==> src/rtl/ebus_xfer_ctl.sv <==
// EBUS transfer sequencer and CTL/PI arbiter for the EBOX.
// Optional odd-parity generation/checking is built when EBUS_PARITY_EN is defined.
//
// state     | meaning
// ----------+-----------------------------------------------------------
// S_IDLE    | bus free; arbitrate and latch the winner's request
// S_SETUP   | select/function/data driven, demand low
// S_WAIT    | demand high, waiting for ebusXfer or the no-response timeout
// S_RELEASE | demand and drive dropped, done pulse to the granted requester
module ebus_xfer_ctl #(
   parameter int TIMEOUT_CYCLES = 64,
   parameter int DEV_W          = 7,
   parameter int PI_STREAK_MAX  = 2
) (
   input  logic             clk,
   input  logic             CROBAR,
   input  logic             ctlReq,
   input  logic [2:0]       ctlFunc,
   input  logic [DEV_W-1:0] ctlDev,
   input  logic [0:35]      ctlDataOut,
   output logic             ctlDone,
   input  logic             piReq,
   input  logic [2:0]       piFunc,
   input  logic [DEV_W-1:0] piDev,
   output logic             piDone,
   output logic [0:35]      rdData,
   output logic [DEV_W-1:0] ebusDS,
   output logic [2:0]       ebusFunc,
   output logic             ebusDemand,
   output logic [0:35]      ebusDataOut,
   output logic             ebusDriveEn,
   input  logic             ebusXfer,
   input  logic [0:35]      ebusDataIn,
`ifdef EBUS_PARITY_EN
   output logic             ebusParOut,
   input  logic             ebusParIn,
   output logic             parErr,
`endif
   output logic             timeoutErr
);

   localparam int CNT_W = (TIMEOUT_CYCLES > 2) ? $clog2(TIMEOUT_CYCLES) : 1;
   localparam int STK_W = (PI_STREAK_MAX > 0) ? $clog2(PI_STREAK_MAX + 1) : 1;
   localparam logic [STK_W-1:0] STK_MAX = STK_W'(PI_STREAK_MAX);
   localparam logic [CNT_W-1:0] TMR_LOAD = CNT_W'(TIMEOUT_CYCLES - 1);

   typedef enum logic [1:0] {
      S_IDLE    = 2'd0,
      S_SETUP   = 2'd1,
      S_WAIT    = 2'd2,
      S_RELEASE = 2'd3
   } state_t;

   state_t           state, state_nxt;
   logic             own_pi;
   logic [2:0]       func_q;
   logic [DEV_W-1:0] dev_q;
   logic [0:35]      data_q;
   logic [CNT_W-1:0] tmr;
   logic [STK_W-1:0] streak;
   logic             holdoff;
   logic [0:35]      rd_q;
   logic             tmo_q;
   logic             grant;
   logic             grant_pi;
   logic             bus_on;
   logic             drive_en;
`ifdef EBUS_PARITY_EN
   logic             par_q;
`endif

   always_comb begin
      state_nxt   = state;
      grant       = 1'b0;
      grant_pi    = 1'b0;
      bus_on      = (state == S_SETUP) || (state == S_WAIT);
      drive_en    = bus_on && func_q[2];
      ebusDS      = bus_on ? dev_q : '0;
      ebusFunc    = bus_on ? func_q : '0;
      ebusDriveEn = drive_en;
      ebusDataOut = drive_en ? data_q : '0;
      ebusDemand  = (state == S_WAIT);
      ctlDone     = (state == S_RELEASE) && !own_pi;
      piDone      = (state == S_RELEASE) && own_pi;
      case (state)
         S_IDLE: begin
            // holdoff skips the cycle right after done, when the last winner is still dropping req
            if (!holdoff && (piReq || ctlReq)) begin
               grant     = 1'b1;
               grant_pi  = piReq && (!ctlReq || (streak != STK_MAX));
               state_nxt = S_SETUP;
            end
         end
         S_SETUP:   state_nxt = S_WAIT;
         S_WAIT: begin
            if (ebusXfer || (tmr == '0)) state_nxt = S_RELEASE;
         end
         S_RELEASE: state_nxt = S_IDLE;
         default:   state_nxt = S_IDLE;
      endcase
   end

   always_ff @(posedge clk) begin
      if (CROBAR) begin
         state   <= S_IDLE;
         own_pi  <= 1'b0;
         func_q  <= '0;
         dev_q   <= '0;
         data_q  <= '0;
         tmr     <= '0;
         streak  <= '0;
         holdoff <= 1'b0;
         rd_q    <= '0;
         tmo_q   <= 1'b0;
`ifdef EBUS_PARITY_EN
         par_q   <= 1'b0;
`endif
      end else begin
         state   <= state_nxt;
         holdoff <= (state == S_RELEASE);
         if (grant) begin
            own_pi <= grant_pi;
            func_q <= grant_pi ? piFunc : ctlFunc;
            dev_q  <= grant_pi ? piDev : ctlDev;
            data_q <= grant_pi ? '0 : ctlDataOut;
            tmo_q  <= 1'b0;
`ifdef EBUS_PARITY_EN
            par_q  <= 1'b0;
`endif
            if (grant_pi) begin
               if (streak != STK_MAX) streak <= streak + 1'b1;
            end else begin
               streak <= '0;
            end
         end
         if (state == S_SETUP) begin
            tmr <= TMR_LOAD;
         end else if (state == S_WAIT) begin
            tmr <= tmr - 1'b1;
            // acknowledge beats the terminal count when both land in the same cycle
            if (ebusXfer) begin
               if (!func_q[2]) begin
                  rd_q <= ebusDataIn;
`ifdef EBUS_PARITY_EN
                  if (!(^{ebusDataIn, ebusParIn})) par_q <= 1'b1;
`endif
               end
            end else if (tmr == '0) begin
               tmo_q <= 1'b1;
               if (!func_q[2]) rd_q <= '0;
            end
         end
      end
   end

   assign rdData     = rd_q;
   assign timeoutErr = tmo_q;
`ifdef EBUS_PARITY_EN
   assign ebusParOut = drive_en ? ~^data_q : 1'b0;
   assign parErr     = par_q;
`endif

endmodule

==> config.mk <==
export PLATFORM = sky130hd
export DESIGN_NAME = ebus_xfer_ctl
export DESIGN_NICKNAME = d
export VERILOG_FILES = /design/src/rtl/ebus_xfer_ctl.sv
export SDC_FILE = /design/constraint.sdc
export NUM_CORES = 1
export LEC_CHECK = 0
export CAP_MARGIN = 10
export CELL_PAD_IN_SITES_DETAIL_PLACEMENT = 0
export CELL_PAD_IN_SITES_GLOBAL_PLACEMENT = 1
export CORE_MARGIN = 2
export CORE_UTILIZATION = 30
export CTS_BUF_LIST = sky130_fd_sc_hd__clkbuf_8 sky130_fd_sc_hd__clkbuf_16
export CTS_CLUSTER_DIAMETER = 150
export DETAILED_ROUTE_END_ITERATION = 12
export PLACE_DENSITY_LB_ADDON = 0.25
export SYNTH_ARGS = -nofsm -noshare
export SYNTH_HDL_FRONTEND = slang
export SYNTH_SLANG_ARGS = --single-unit
==> constraint.sdc <==
create_clock -name clk -period 2 [get_ports clk]
set_input_delay 0.2 -clock clk [delete_from_list [all_inputs] [get_ports clk]]
set_output_delay 0.2 -clock clk [all_outputs]
set_load 0.03 [all_outputs]
==> results of run 1 <==
-- sequential cells by signal, indices dropped and copies added (netlist names), 2 cells and up --
name    count
dev_q       7
rdData     36
func_q      3
tmr         6
state       2
streak      2
data_q     36
-- worst max path at each step --
stage	cells past startpoint	slack, ns	end	startpoint
2_1_floorplan	6	0.09	ebusFunc[2]	state[0]
3_3_place_gp	6	0.15	data_q[1]	ctlReq
3_5_place_dp	6	0.12	data_q[8]	ctlReq
4_1_cts	3	0.004	ctlDone	state[0]
5_1_grt	3	0.01	ebusDemand	state[0]
6_report	3	0.10	ebusDemand	state[0]
-- cells in the final DEF (no fill, tap or decap), types with 2 or more instances in the layout --
| master | instances |
|---|---|
| nor2_1 | 53 |
| and3_1 | 36 |
| clkdlybuf4s50_1 | 133 |
| inv_1 | 45 |
| nor3_1 | 2 |
| o21a_1 | 2 |
| nor2b_1 | 4 |
| buf_4 | 61 |
| nor4_1 | 36 |
| or3b_1 | 2 |
| and2_1 | 11 |
| mux2i_1 | 11 |
| dlymetal6s2s_1 | 2 |
| clkbuf_16 | 10 |
| a21oi_1 | 41 |
| a311oi_1 | 2 |
| bufinv_16 | 3 |
| a211oi_1 | 12 |
| dfxtp_1 | 93 |
| buf_12 | 4 |
| nand2_1 | 79 |
| dfxtp_2 | 2 |
| o32ai_1 | 37 |
| ha_1 | 6 |
-- per-layer routing --
metal  GRT usage (%)  vias to the layer above  routed length [um]
li1                -                     2200                   -
met5               0                        -                   0
met4           4.164                        0                 106
met2           25.68                      158                6035
met3           7.131                        8                1125
met1           21.82                     1988                6043
-- where the power goes --
part	internal, uW	total (uW)	switching (uW)
logic	1150	2840	1700
registers	2240	2430	190
clock network	1210	1940	728
-- cells by family (layout without fill, tap and decap cells) --
kind of cell | count (synthesis) | count (layout) | share of synthesized area (%)
flip-flops | 95 | 95 | 43.58
multiplexers | 11 | 11 | 2.523
buffers and inverters | 100 | 261 | 9.748
AND/OR/NAND/NOR | 228 | 228 | 25.29
XOR/XNOR | 1 | 1 | 0.2007
adder cells (fa/ha/maj) | 7 | 7 | 2.007
AO/OA/AOI/OAI | 102 | 102 | 16.66
-- layout make-up --
type	count	area, sq um	share of cell area (%)
inverters	44	165.2	2.494
flip-flops and latches	95	1904	28.76
multi-input cells	349	2062	31.14
well taps	184	230.2	3.477
clock buffers	9	225.2	3.401
clock inverters	6	110.1	1.663
repair buffers	202	1924	29.06
-- worst reg2reg max path, stage by stage (launching register included) --
cell and delay [ns]:
dfxtp_2 0.35, inv_1 0.06, ha_1 0.28, or3b_1 0.44, buf_4 0.28, o32ai_1 0.35
-- per-stage QoR --
stage / util (%) / area, sq um / power (uW)
after detailed placement: 43.50 / 6251 / 5215
after global placement: 43.50 / 6251 / 5171
after global routing: 46.08 / 6621 / 7667
after CTS: 45.84 / 6586 / 7189
after floorplan: - / 4364 / 4233
final: 46.08 / 6621 / 7216
==> flow_summary.json, run 1 <==
{
  "grt.total_usage_pct": 16.77,
  "cts_tree": "yes",
  "setup_ws_ns": 0.1028,
  "yosysWarnings": 0,
  "timing.slew.headroom_pct": 63.40,
  "cts_root_buf": "clkbuf_16",
  "cp.required_ns": 1.80,
  "rr_startpoint": "state[1]",
  "grt_first_pass_wirelength_mm": 21.74,
  "cp_num_buf_inv": 2,
  "coreArea_sq_um": 14370,
  "avgRoutedWirePerCell_um": 14.97,
  "worstHoldEndpoint": "tmr[1]",
  "num_vias": 4354,
  "end_kind": "primary output",
  "tightest_slew_ns": 0.5489,
  "p_per_area_nw_per_um2": 1090,
  "r2r_cells": 5,
  "finalSetupTns_ns": 0,
  "clock_latency_ns": 0.34,
  "final.setup_skew_ns": 0.007016,
  "chipHeight_um": 124.6,
  "syn_avg_cell_area_sq_um": 8.022,
  "ys_ff_latch": 95,
  "grt_max_degree": 56,
  "diodes": 0,
  "path_class": "reg -> out",
  "drc": 0,
  "synth_cells": 544,
  "overflow": 0,
  "worstPathMaxFanout": 4,
  "period_minus_slack_ns": 1.897,
  "syn_area_sq_um": 4364,
  "yosysSeqAreaShare_pct": 43.58,
  "synth_edf_count": 0,
  "drt_pass1_iterations": 4,
  "io_pins": 184,
  "placedCellCount": 873,
  "crit_family": "buffers and inverters",
  "hpwl_mm": 8.849,
  "irDropWorstVdd_v": 0.0004536,
  "hold_buffers": 0,
  "hold-path-cell-count": 2,
  "setup-violations-final": 0,
  "arrival_ns": 1.70,
  "initial_core_util_pct": 30.37,
  "cts_resized": 0,
  "pre_cts_ws_ns": 0.1176,
  "synth_nets": 648,
  "cts_setup_buffers": 0,
  "instances_no_fill": 889,
  "hold_violations": 0,
  "synthFlopType": "dfxtp_1",
  "first_global_vias": 4363,
  "cts_sinks": 95,
  "rsz0062_at_grt": "no",
  "synth.area.top_cells": "dfxtp_1, o32ai_1, nand2_1",
  "power.leakage_uw": 0.002854,
  "max_freq_mhz": 527.1,
  "final.fill_count": 1416,
  "critical_path.cell_chain": "inv_1 > ha_1 > clkdlybuf4s50_1",
  "netlist_top_cells_count": "dfxtp_1, nand2_1, nor2_1",
  "htreeDepth": 3,
  "crit_path_max_incr_delay_ns": 0.71,
  "drive_above_1_share_pct": 12.62,
  "ant_nets": 0,
  "hp-start": "CROBAR",
  "path_clk_slew_ns": 0.07,
  "critical_path.slowest_cell": "clkdlybuf4s50_1",
  "place.gp.congestion": 0.7616,
  "via_per_inst": 4.898,
  "syn_to_final_growth_pct": 51.72,
  "synth.top_cell.area_share_pct": 43.58,
  "async_flop_share_pct": 0,
  "synth_cell_types": 36,
  "cts-buffers-inserted": 9,
  "row_count": 44,
  "hold_class": "in -> reg",
  "synth_top_area_cell": "dfxtp_1",
  "holdWs_ns": 0.4230,
  "die_w_um": 124.6,
  "period_share_pct": 94.86,
  "clk_path_buf_depth": 2,
  "reg2reg_slack_ns": 0.14,
  "slew_viol_final": 0,
  "dieArea_sq_um": 15530,
  "wl_mm": 13.31,
  "final_net_count": 805,
  "io_buffers": 183,
  "start_kind": "flop",
  "post-synth-top-count-cell": "dfxtp_1",
  "timing.rr.end": "rdData[1]",
  "drv_cap": 0,
  "antenna_found_initial": 0,
  "drt_iter0_markers": 257,
  "outcome": "finished, final reports clean"
}
No activity file was read; power rests on OpenSTA's default activity.
==> inputs of run 2 (changes only) <==
--- a/config.mk
+++ b/config.mk
@@ -13,6 +13,7 @@
 export CTS_BUF_LIST = sky130_fd_sc_hd__clkbuf_8 sky130_fd_sc_hd__clkbuf_16
 export CTS_CLUSTER_DIAMETER = 150
 export DETAILED_ROUTE_END_ITERATION = 12
+export HOLD_SLACK_MARGIN = 0.02
 export PLACE_DENSITY_LB_ADDON = 0.25
 export SYNTH_ARGS = -nofsm -noshare
 export SYNTH_HDL_FRONTEND = slang
==> results of run 2 <==
No change in the layout: final DEF, timing and power equal those of run 1.
